### src/rtl/lin_add_pkg.sv
// Shared constants, FSM state type and linear-stage group helpers for lin_add_seq.
// Latency: n/a (package only).
// Backpressure: n/a (package only).
//
// Contents: NBIT/NNL/W/NBEAT sizing, state_t, grp_start/grp_len/grp_mask.
package lin_add_pkg;

    localparam int NBIT  = 7;                          // adder width
    localparam int NNL   = 2**(NBIT+1) - NBIT - 2;     // non-linear term vector width (247)
    localparam int W     = 32;                         // stream word width
    localparam int NBEAT = (NNL + W - 1) / W;          // beats per operation (8)
    localparam int BCW   = $clog2(NBEAT);              // beat counter width

    typedef enum logic [1:0] {
        ST_IDLE = 2'd0,
        ST_LOAD = 2'd1,
        ST_CALC = 2'd2,
        ST_DONE = 2'd3
    } state_t;

    // Group length for sum bit i (i >= 1): inter_1 = 3, inter_{i+1} = inter_i + 2**(i+1).
    function automatic int grp_len(input int i);
        int inter;
        inter = 3;
        for (int k = 1; k < i; k++) begin
            inter = inter + 2**(k+1);
        end
        return inter;
    endfunction

    // First term index of group i.
    function automatic int grp_start(input int i);
        return grp_len(i) - i - 2;
    endfunction

    // One-hot-run mask selecting the terms of group i out of n.
    function automatic logic [NNL-1:0] grp_mask(input int i);
        logic [NNL-1:0] ones;
        ones = '1;
        return (ones >> (NNL - grp_len(i))) << grp_start(i);
    endfunction

endpackage

### src/rtl/gen_linear_part.sv
// Linear sum stage of the carry-split adder: s[i] = a[i]^b[i]^(XOR of n group i), s[0] uses c_in.
// Latency: purely combinational.
// Backpressure: none; outputs follow inputs.
//
// Ports: i_a/i_b operands, i_c_in carry in, i_n non-linear term vector, o_s sum.
module gen_linear_part
    import lin_add_pkg::*;
(
    input  logic [NBIT-1:0] i_a,
    input  logic [NBIT-1:0] i_b,
    input  logic            i_c_in,
    input  logic [NNL-1:0]  i_n,
    output logic [NBIT-1:0] o_s
);

    assign o_s[0] = i_a[0] ^ i_b[0] ^ i_c_in;

    // The top term n[NNL-1] falls outside every group mask and never reaches s.
    for (genvar gi = 1; gi < NBIT; gi++) begin : g_bit
        assign o_s[gi] = i_a[gi] ^ i_b[gi] ^ (^(i_n & grp_mask(gi)));
    end

endmodule

### src/rtl/lin_add_seq.sv
// Sequencer: takes one operand set, gathers the NNL-bit term vector over NBEAT W-bit beats, registers the linear sum.
// Latency: res_valid rises NBEAT+1 clocks after the operand handshake when beats arrive back to back.
// Backpressure: nl_valid gaps stall LOAD; res_ready low holds DONE; op_ready only in IDLE.
//
// Ports: clk/rst (async active-high), clr (sync abort), op_* operand handshake with a/b/c_in,
//        nl_* term stream, res_* result handshake with s/res_err, busy = not IDLE.
module lin_add_seq
    import lin_add_pkg::*;
(
    input  logic            clk,
    input  logic            rst,
    input  logic            clr,
    input  logic            op_valid,
    output logic            op_ready,
    input  logic [NBIT-1:0] a,
    input  logic [NBIT-1:0] b,
    input  logic            c_in,
    input  logic            nl_valid,
    output logic            nl_ready,
    input  logic [W-1:0]    nl_data,
    input  logic            nl_last,
    output logic            res_valid,
    input  logic            res_ready,
    output logic [NBIT-1:0] s,
    output logic            res_err,
    output logic            busy
);

    state_t          r_state;
    state_t          w_state_nxt;

    logic [NBIT-1:0] r_a;
    logic [NBIT-1:0] r_b;
    logic            r_c_in;
    logic [NNL-1:0]  r_n;
    logic [BCW-1:0]  r_beat;
    logic            r_err;
    logic [NBIT-1:0] r_s;
    logic            r_res_err;

    logic [NBIT-1:0] w_s;
    logic [NNL-1:0]  w_beat_dat;
    logic [NNL-1:0]  w_beat_msk;
    logic [NNL-1:0]  w_n_next;
    logic            w_op_fire;
    logic            w_nl_fire;
    logic            w_last_slot;
    logic            w_load_exit;
    logic            w_err_nxt;

    // clr wins over any handshake in the same cycle.
    assign w_op_fire   = op_valid & op_ready & ~clr;
    assign w_nl_fire   = nl_valid & nl_ready & ~clr;
    assign w_last_slot = (r_beat == BCW'(NBEAT - 1));
    assign w_load_exit = w_nl_fire & (nl_last | w_last_slot);
    // Clean framing only when last coincides with the final slot.
    assign w_err_nxt   = ~(nl_last & w_last_slot);

    // Place the beat at its slot; shifting in NNL width drops bits past the top term.
    assign w_beat_dat = {{(NNL-W){1'b0}}, nl_data} << (32'(r_beat) * W);
    assign w_beat_msk = {{(NNL-W){1'b0}}, {W{1'b1}}} << (32'(r_beat) * W);
    assign w_n_next   = (r_n & ~w_beat_msk) | (w_beat_dat & w_beat_msk);

    // FSM next-state and decoded handshake outputs.
    always_comb begin
        w_state_nxt = r_state;
        op_ready    = 1'b0;
        nl_ready    = 1'b0;
        res_valid   = 1'b0;
        busy        = 1'b1;
        case (r_state)
            ST_IDLE: begin
                op_ready = 1'b1;
                busy     = 1'b0;
                if (op_valid) begin
                    w_state_nxt = ST_LOAD;
                end
            end
            ST_LOAD: begin
                nl_ready = 1'b1;
                if (nl_valid && (nl_last || w_last_slot)) begin
                    w_state_nxt = ST_CALC;
                end
            end
            ST_CALC: begin
                w_state_nxt = ST_DONE;
            end
            ST_DONE: begin
                res_valid = 1'b1;
                if (res_ready) begin
                    w_state_nxt = ST_IDLE;
                end
            end
            default: begin
                w_state_nxt = ST_IDLE;
            end
        endcase
        if (clr) begin
            w_state_nxt = ST_IDLE;
        end
    end

    always_ff @(posedge clk or posedge rst) begin
        if (rst) begin
            r_state <= ST_IDLE;
        end else begin
            r_state <= w_state_nxt;
        end
    end

    // Operand capture, term collection and result registers.
    always_ff @(posedge clk or posedge rst) begin
        if (rst) begin
            r_a       <= '0;
            r_b       <= '0;
            r_c_in    <= 1'b0;
            r_n       <= '0;
            r_beat    <= '0;
            r_err     <= 1'b0;
            r_s       <= '0;
            r_res_err <= 1'b0;
        end else if (clr) begin
            r_beat <= '0;
        end else if (w_op_fire) begin
            r_a    <= a;
            r_b    <= b;
            r_c_in <= c_in;
            r_n    <= '0;
            r_beat <= '0;
            r_err  <= 1'b0;
        end else if (w_nl_fire) begin
            r_n    <= w_n_next;
            r_beat <= r_beat + BCW'(1);
            if (w_load_exit) begin
                r_err <= w_err_nxt;
            end
        end else if (r_state == ST_CALC) begin
            r_s       <= w_s;
            r_res_err <= r_err;
        end
    end

    gen_linear_part u_linear (
        .i_a    (r_a),
        .i_b    (r_b),
        .i_c_in (r_c_in),
        .i_n    (r_n),
        .o_s    (w_s)
    );

    assign s       = r_s;
    assign res_err = r_res_err;

endmodule

### config.mk
export PLATFORM = sky130hd
export DESIGN_NAME = lin_add_seq
export DESIGN_NICKNAME = d
export VERILOG_FILES = /design/src/rtl/lin_add_pkg.sv /design/src/rtl/gen_linear_part.sv /design/src/rtl/lin_add_seq.sv
export SDC_FILE = /design/constraint.sdc
export NUM_CORES = 1
export LEC_CHECK = 0
export ABC_AREA = 1
export CAP_MARGIN = 40
export CELL_PAD_IN_SITES_DETAIL_PLACEMENT = 2
export CELL_PAD_IN_SITES_GLOBAL_PLACEMENT = 2
export CORE_AREA = 3 3 233 235
export DETAILED_ROUTE_END_ITERATION = 16
export DIE_AREA = 0 0 236 238
export PLACE_DENSITY = 0.85
export SLEW_MARGIN = 10
export SYNTH_ARGS = -nofsm -noshare
export SYNTH_HDL_FRONTEND = slang
export SYNTH_HIERARCHICAL = 1
export SYNTH_SLANG_ARGS = --single-unit
### constraint.sdc
create_clock -name clk -period 12.24 [get_ports clk]
set_input_delay 1.224 -clock clk [delete_from_list [all_inputs] [get_ports clk]]
set_output_delay 1.224 -clock clk [all_outputs]
set_load 0.05 [all_outputs]
==> PnR_summary.wiki, run 1 <==
{| class="wikitable"
! Metric !! Value
|-
| Max-slew violation count || 0
|-
| Total power density per cell area || 310 mW/mm^2
|-
| Routability-driven placement congestion ratio || 0.775
|-
| Final net count || 2,919
|-
| Final-report setup violation count || 0
|-
| Number of fill cells || 6,280
|-
| Worst setup slack for register-to-register paths || 8.35 ns
|-
| Hold Buf Count CTS || 0
|-
| Run status || complete, no violations
|-
| Transition time at the pin with the least slew margin || 0.934 ns
|-
| Area used by multi-input combinational logic || 0.00891 sq mm
|-
| Number of remaining DRC errors || 0
|-
| Max-cap check violation count || 0
|-
| Final Hold Violating Endpoints || 0
|-
| Number of sinks driven by the clock tree || 275
|-
| Pre-antenna DRT Iters || 5
|-
| Post-Syn Area || 0.0182 sq mm
|-
| Overall die height || 238 um
|-
| Relative slew slack || 37.8%
|-
| Starting density of the core || 34.8%
|-
| Average via count per standard cell || 5.08
|-
| Rows || 84
|-
| Worst-case clock buffer depth || 3
|-
| YS warnings || 6
|-
| Largest voltage drop on the vdd net || 0.159 mV
|-
| Area of the core || 0.0524 sq mm
|-
| Critical Path Start Type || input port
|-
| Reported leakage power || 12.3 nW
|-
| Final cell count without fillers || 3,568
|-
| Type of destination of the critical path || flip-flop
|-
| Highest Clock Rate || 0.236 GHz
|-
| Die footprint || 0.0562 sq mm
|-
| Total congestion overflow || 0
|-
| GRT Total Usage || 25.9%
|-
| Number of antenna violations at the first check in global routing || 2
|-
| Pin count of the biggest net entering global routing || 92
|-
| Nets in the synthesized netlist || 2,915
|-
| Cell with the biggest individual delay on the critical path || buf_4
|-
| Buffer cell driving the clock tree root || clkbuf_16
|-
| Die Wd || 236 um
|-
| Depth of the CTS H-tree || 2
|-
| Shortest period the worst path allows || 4.23 ns
|-
| DR iter-0 viols || 1,151
|-
| Arrival @ worst endpoint || 4.71 ns
|-
| Post-CTS setup buffer count || 0
|-
| CP Cell Sequence || clkdlybuf4s50_1 -> nand2_2 -> clkinv_1 -> nand2_4 -> nand2_2 -> buf_4 -> nand2_1 -> buf_8 -> nand2_1 -> o21ai_0 -> inv_1
|-
| Clock buffer count from CTS || 35
|-
| Layout cell share with drive strength beyond 1 || 3.47%
|-
| Critical Setup Path Class || in -> reg
|-
| Post-synthesis instance total || 2,851
|-
| Number of placed cells counting well taps || 3,506
|-
| CTS tree || yes
|-
| Crit Path Max Fanout || 88
|-
| Gates resized, CTS repair || 0
|-
| First-pass GRT wire length || 116,000 um
|-
| Hold crit path type || reg -> reg
|-
| HPWL Detailed || 48,100 um
|-
| RSZ-0062 raised after global routing || false
|-
| IO Port Bufs || 65
|-
| Routed vias || 18,100
|-
| Required time of the critical path || 12.72 ns
|-
| Post-route clock period utilization || 34.5%
|-
| Average wire per standard cell || 20.5 um
|-
| Clock Latency Late Sink || 0.55 ns
|-
| Area taken by flip-flops and latches || 0.00688 sq mm
|-
| Critical path's largest stage delay || 0.73 ns
|-
| Setup_tns || 0 ns
|-
| Number of nets with antenna violations after routing || 0
|-
| Number of global-route vias before repair || 20,500
|-
| Layout overhead on the synthesized area || 13.9%
|-
| Aggregate routed wire length || 73,100 um
|-
| Post-synthesis average cell area || 6.40 sq um
|-
| Clock-pin transition on the worst setup and hold timing paths || 0.06 ns
|-
| Setup skew after layout || 0.0221 ns
|-
| IO Pins || 66
|}
area by class of cell:
cell class                 count  area share, %
multi-input combinational   1947           42.9
antenna                        1         0.0120
tap                          688           4.14
sequential                   275           33.1
clock inverter                12          0.801
timing repair buffer          93           5.02
inverter                     503           9.13
clock buffer                  49           4.86
state kept, by name (all words and copies together), names as in the netlist:
signal   cells
r_a          7
r_b          7
r_beat       3
r_c_in       1
r_err        1
r_n        246
r_state      2
res_err      1
s            7
layer usage:
metal	wire length [um]	share of wire, %	track usage, %
met1	30400	42	31.1
met2	36900	51	46.9
met3	2850	3.9	3.80
met4	2870	3.9	9.92
met5	30	0.041	0
worst paths after layout:
| kind | startpoint | endpoint | depth (start not counted) |
|---|---|---|---|
| worst max register to register | r_state[0]$_DFFE_PP0P_ | r_n[39]$_DFFE_PP0P_ | 12 |
| worst max-delay path | op_valid | r_n[39]$_DFFE_PP0P_ | 11 |
| worst min register to register | s[2]$_DFFE_PP0P_ | s[2]$_DFFE_PP0P_ | 2 |
| min in group asynchronous | rst | r_n[227]$_DFFE_PP0P_ | 3 |
| max in group asynchronous | rst | r_n[88]$_DFFE_PP0P_ | 5 |
| worst min-delay path | s[2]$_DFFE_PP0P_ | s[2]$_DFFE_PP0P_ | 2 |
cells in the final DEF, fill, tap and decap left out, drive strengths merged:
cell	count
xnor2	119
clkinv	7
inv	503
clkbuf	49
clkinvlp	1
o21ai	177
dfrtp	275
bufinv	4
a21oi	111
o22ai	1
ha	10
xor2	62
clkdlybuf4s50	65
buf	28
diode	1
nand3	151
nand3b	1
nor2	167
nand2	1148
worst max-delay path, delay by kind of cell:
family / cells / cell delay, ns
AND/OR/NAND/NOR: 5 / 1.52
buffers and inverters: 5 / 1.77
AO/OA/AOI/OAI: 1 / 0.13
report_power, final:
| part | switching, mW | internal, mW | total (mW) |
|---|---|---|---|
| Clock | 0.433 | 0.659 | 1.09 |
| Combinational | 2.51 | 1.25 | 3.76 |
| Sequential | 0.322 | 1.26 | 1.58 |
| Total | 3.26 | 3.17 | 6.43 |
metrics by stage:
stage	worst slack [ns]	power, mW	cell area [sq um]	hold slack, ns	util (%)
3_5_place_dp	7.66	5.19	19600	0.469	37.4
4_1_cts	8.04	6.45	20800	0.491	39.6
5_1_grt	7.80	6.99	20800	0.528	39.6
3_3_place_gp	7.56	4.85	19300	0.460	36.8
2_1_floorplan	3.44	4.09	18200	0.450	-
6_report	8.01	6.43	20800	0.485	39.6
Power figures use the tool's default switching activity.
==> inputs of run 2 (changes only) <==
clock period = 3.9 ns   (was 12.24 ns; I/O delays follow)
==> run 2 against run 1 <==
Total power increased to 3.1 times the previous value. Utilization decreased by 0.093 points. Global-route usage decreased by 0.25 points. Cell area decreased by 0.23%. Via count increased by 0.22%. Combinational power increased to 3.1 times the previous value. Sequential share of layout area increased by 0.078 points.
==> PnR_summary.wiki, run 2 (same netlist as run 1, synthesis figures left out) <==
{| class="wikitable"
! Metric !! Value
|-
| Run status || complete, no violations
|-
| First-pass GRT wire length || 116,000 um
|-
| Highest Clock Rate || 0.327 GHz
|-
| Post-CTS setup buffer count || 0
|-
| Crit Path Max Fanout || 66
|-
| Critical Setup Path Class || reg -> reg
|-
| Average wire per standard cell || 20.1 um
|-
| Worst-case clock buffer depth || 3
|-
| Layout overhead on the synthesized area || 13.7%
|-
| Reg-to-Reg End || r_n[73]$_DFFE_PP0P_
|-
| CTS tree || yes
|-
| HPWL Detailed || 48,900 um
|-
| Starting density of the core || 34.8%
|-
| Shortest period the worst path allows || 3.06 ns
|-
| Type of destination of the critical path || flip-flop
|-
| Die Wd || 236 um
|-
| Worst setup path startpoint || r_beat[1]$_DFFE_PP0P_
|-
| Relative slew slack || 42.8%
|-
| Critical Path Start Type || flip-flop
|-
| Final net count || 2,931
|-
| Rows || 84
|-
| Pre-antenna DRT Iters || 5
|-
| Total power density per cell area || 964 mW/mm^2
|-
| Buffer cell driving the clock tree root || clkbuf_16
|-
| DR iter-0 viols || 844
|-
| RSZ-0062 raised after global routing || false
|-
| Number of antenna violations at the first check in global routing || 1
|-
| Aggregate routed wire length || 72,000 um
|-
| Largest register by flop count || r_n
|-
| Required time of the critical path || 4.32 ns
|-
| Worst-case hold slack || 0.188 ns
|-
| Transition time at the pin with the least slew margin || 0.858 ns
|-
| Core occupancy in the finished layout || 39.5%
|-
| Total congestion overflow || 0
|-
| Setup skew after layout || 0.0105 ns
|-
| Clock Latency Late Sink || 0.54 ns
|-
| Final cell count without fillers || 3,577
|-
| Reported leakage power || 12.2 nW
|-
| Gates resized, CTS repair || 0
|-
| Average via count per standard cell || 5.08
|-
| FF-to-FF path depth || 8
|-
| Max FFs per register || 246
|-
| Number of placed cells counting well taps || 3,517
|-
| Hold crit path type || in -> async
|-
| Hold Buf Count CTS || 0
|-
| Max-slew violation count || 0
|-
| Top library cells by usage in the layout, fill and taps aside || nand2_1 (1,145), inv_1 (498), dfrtp_1 (273)
|-
| Most common cell after layout, fill and taps aside || nand2_1
|-
| Setup_tns || 0 ns
|-
| IO Port Bufs || 65
|-
| Number of nets with antenna violations after routing || 0
|-
| Max-cap check violation count || 0
|-
| GRT Total Usage || 25.7%
|-
| Worst setup slack for register-to-register paths || 0.84 ns
|-
| PnR Total Power || 20.0 mW
|-
| Final Hold Violating Endpoints || 0
|-
| IO Pins || 66
|-
| Pin count of the biggest net entering global routing || 126
|-
| Depth of the CTS H-tree || 2
|-
| End of the critical path || r_n[73]$_DFFE_PP0P_
|-
| Post-route clock period utilization || 78.4%
|-
| Number of global-route vias before repair || 20,600
|-
| Clock buffer count from CTS || 36
|-
| Worst r2r src || r_beat[1]$_DFFE_PP0P_
|-
| Largest voltage drop on the vdd net || 0.544 mV
|-
| Layout cell share with drive strength beyond 1 || 3.74%
|-
| Final-report setup violation count || 0
|-
| Routability-driven placement congestion ratio || 0.809
|-
| Die footprint || 0.0562 sq mm
|-
| Number of remaining DRC errors || 0
|-
| Overall die height || 238 um
|-
| Clock-pin transition on the worst setup and hold timing paths || 0.06 ns
|-
| Arrival @ worst endpoint || 3.48 ns
|-
| Routed vias || 18,200
|-
| Area of the core || 0.0524 sq mm
|-
| Number of sinks driven by the clock tree || 275
|}
-- run 2: cell types whose count changed in the layout (fill, tap and decap cells not counted), sizes merged --
cell,change
clkbuf,+3
bufinv,-4
clkinv,+1
buf,+11
inv,-2
-- run 2: power by group --
| part | leakage [nW] | internal, mW | switching (mW) | total [mW] |
|---|---|---|---|---|
| clock network | 0.549 | 1.88 | 1.35 | 3.23 |
| registers | 3.51 | 3.94 | 1.02 | 4.96 |
| logic | 8.19 | 3.93 | 7.86 | 11.8 |
-- run 2: worst min path at each step --
stage	from	to	slack (ns)	cells after the start
after floorplan	r_err$_DFFE_PP0P_	res_err$_DFFE_PP0P_	0.45	2
after global placement	s[4]$_DFFE_PP0P_	s[4]$_DFFE_PP0P_	0.46	2
after detailed placement	s[2]$_DFFE_PP0P_	s[2]$_DFFE_PP0P_	0.47	2
after CTS	rst	r_n[200]$_DFFE_PP0P_	0.17	2
after global routing	rst	r_n[200]$_DFFE_PP0P_	0.21	2
final	rst	r_n[200]$_DFFE_PP0P_	0.19	2
-- run 2: critical path, cell delays in order, from the launching register on --
cell and delay [ns]:
dfrtp_2 0.38, buf_4 0.65, ha_1 0.33, inv_1 0.07
nor2_2 0.59, buf_4 0.39, a21oi_1 0.12, o21ai_1 0.27
inv_1 0.08
-- run 2: layout make-up --
| type | count | area (sq um) |
|---|---|---|
| fill | 6333 | 31700 |
| multi-input combinational | 1947 | 8910 |
| sequential | 275 | 6880 |
| inverter | 503 | 1890 |
| timing repair buffer | 104 | 1080 |
| clock buffer | 52 | 1060 |
| tap | 688 | 861 |
| clock inverter | 7 | 35.0 |
| antenna | 1 | 2.50 |
-- run 2: routing by layer --
metal | track usage, % | vias to the layer above | share of wire (%)
li1 | - | 8469 | -
met1 | 30.9 | 9203 | 42
met2 | 46.3 | 341 | 50
met3 | 3.51 | 150 | 3.9
met4 | 10.2 | 0 | 4.0
met5 | 0 | - | 0
-- run 2: per-stage QoR --
step           setup WS (ns)  cell area [sq um]
6_report               0.843              20700
5_1_grt                0.621              20700
4_1_cts                0.895              20700
3_5_place_dp           0.990              19600
3_3_place_gp           0.910              19500
2_1_floorplan         -0.127              18200
==> inputs of run 3 (changes only) <==
clock period = 3.1 ns   (was 3.9 ns; I/O delays follow)
==> run 3 against run 2 <==
Sequential power increased by 27%. Final cell count fell by 0.11%. Fmax rose by 12%. Clock power is 31% higher. Largest power group unchanged.
==> PnR_summary.wiki, run 3 (same netlist as run 1, synthesis figures left out) <==
{| class="wikitable"
! Metric !! Value
|-
| Run status || complete, no violations
|-
| Arrival @ worst endpoint || 3.17 ns
|-
| Pin count of the biggest net entering global routing || 153
|-
| Gates resized, CTS repair || 0
|-
| Max-slew violation count || 0
|-
| Starting density of the core || 34.8%
|-
| Layout cell share with drive strength beyond 1 || 3.50%
|-
| Average via count per standard cell || 5.14
|-
| Routed vias || 18,400
|-
| IO Pins || 66
|-
| Critical Setup Path Class || reg -> reg
|-
| Rows || 84
|-
| PnR Total Power || 25.4 mW
|-
| CTS tree || yes
|-
| Post-CTS setup buffer count || 0
|-
| Clock buffer count from CTS || 36
|-
| Largest voltage drop on the vdd net || 0.574 mV
|-
| Depth of the CTS H-tree || 2
|-
| Final std cell area, no fill || 0.0207 sq mm
|-
| DR iter-0 viols || 972
|-
| Post-Place Cell Area || 0.0195 sq mm
|-
| Clock-pin transition on the worst setup and hold timing paths || 0.06 ns
|-
| Reported leakage power || 12.2 nW
|-
| Buffer cell driving the clock tree root || clkbuf_16
|-
| Number of placed cells counting well taps || 3,509
|-
| Number of global-route vias before repair || 21,000
|-
| Largest register by flop count || r_n
|-
| Number of sinks driven by the clock tree || 275
|-
| Routability-driven placement congestion ratio || 0.814
|-
| Top library cells by usage in the layout, fill and taps aside || nand2_1 (1,145), inv_1 (498), dfrtp_1 (273)
|-
| Final net count || 2,923
|-
| Overall die height || 238 um
|-
| Final Hold Violating Endpoints || 0
|-
| First-pass GRT wire length || 119,000 um
|-
| Number of remaining DRC errors || 0
|-
| Highest Clock Rate || 0.366 GHz
|-
| HPWL Detailed || 47,200 um
|-
| Average wire per standard cell || 20.9 um
|-
| Die Wd || 236 um
|-
| Transition time at the pin with the least slew margin || 0.821 ns
|-
| Max FFs per register || 246
|-
| Max-cap check violation count || 0
|-
| Type of destination of the critical path || flip-flop
|-
| Area of the core || 0.0524 sq mm
|-
| Total congestion overflow || 0
|-
| Layout overhead on the synthesized area || 13.4%
|-
| Final-report setup violation count || 0
|-
| Final cell count without fillers || 3,573
|-
| Number of fill cells || 6,259
|-
| Clock Latency Late Sink || 0.57 ns
|-
| Shortest period the worst path allows || 2.73 ns
|-
| RSZ-0062 raised after global routing || false
|-
| GRT Total Usage || 26.5%
|-
| Most common cell after layout, fill and taps aside || nand2_1
|-
| Setup skew after layout || 0.0222 ns
|-
| Number of antenna violations at the first check in global routing || 2
|-
| Relative slew slack || 45.1%
|-
| Hold Buf Count CTS || 0
|-
| Hold crit path type || in -> async
|-
| Post-route clock period utilization || 88.1%
|-
| Die footprint || 0.0562 sq mm
|-
| Total power density per cell area || 1230 mW/mm^2
|-
| Core occupancy in the finished layout || 39.4%
|-
| Pre-antenna DRT Iters || 5
|-
| Worst-case hold slack || 0.0455 ns
|-
| Required time of the critical path || 3.54 ns
|-
| Critical Path Start Type || flip-flop
|-
| Crit Path Max Fanout || 23
|-
| Aggregate routed wire length || 74,600 um
|-
| Number of nets with antenna violations after routing || 0
|-
| Worst-case clock buffer depth || 3
|-
| IO Port Bufs || 65
|}
-- run 3: cell count changes in the layout (fill, tap and decap cells not counted) --
cell,delta
buf_12,-2
clkbuf_8,+1
buf_4,-5
clkinv_2,-3
bufinv_16,+1
buf_16,-1
clkbuf_1,+3
inv_6,+2
-- run 3: through the flow --
stage / worst slack, ns / setup TNS, ns
after floorplan: -0.847 / -233.03
after global placement: 0.611 / 0
after detailed placement: 0.524 / 0
after CTS: 0.423 / 0
after global routing: 0.215 / 0
final: 0.370 / 0
-- run 3: path summary, 6_finish.rpt --
check	to	cells past startpoint	start	slack (ns)
max in group asynchronous	r_n[150]$_DFFE_PP0P_	3	rst	2.23
min	r_n[73]$_DFFE_PP0P_	2	rst	0.05
min reg2reg	s[3]$_DFFE_PP0P_	2	s[3]$_DFFE_PP0P_	0.49
max reg2reg	r_n[243]$_DFFE_PP0P_	7	r_state[1]$_DFFE_PP0P_	0.37
max	r_n[243]$_DFFE_PP0P_	7	r_state[1]$_DFFE_PP0P_	0.37
min in group clk	r_b[2]$_DFFE_PP0P_	3	b[2]	0.28
-- run 3: layout make-up --
type                            count  area [sq um]  share of cell area [%]
Antenna cell                        1          2.50                  0.0121
Clock buffer                       56          1090                    5.26
Clock inverter                      7          67.6                   0.327
Inverter                          503          1890                    9.15
Multi-Input combinational cell   1947          8910                    43.1
Sequential cell                   275          6880                    33.3
Tap cell                          688           861                    4.16
Timing Repair Buffer               96           971                    4.70
-- run 3: where the power goes --
group | internal [mW] | switching, mW | leakage [nW]
Clock | 2.49 | 1.74 | 0.571
Combinational | 4.86 | 10.0 | 8.14
Sequential | 4.96 | 1.32 | 3.51
Total | 12.3 | 13.1 | 12.2
-- run 3: critical path, stage by stage (launching register included) --
cell,delay [ns]
dfrtp_1,0.43
inv_1,0.14
ha_1,0.30
nand2_1,0.12
nor2_1,0.41
nand2_1,0.62
o21ai_0,0.49
nor2_1,0.10
-- run 3: routing by layer --
layer | GRT usage [%] | up-vias | share of wire (%)
met5 | 0 | - | 0.039
met2 | 47.9 | 363 | 51
met1 | 30.6 | 9363 | 40
met3 | 4.29 | 182 | 4.4
li1 | - | 8460 | -
met4 | 12.4 | 4 | 4.5
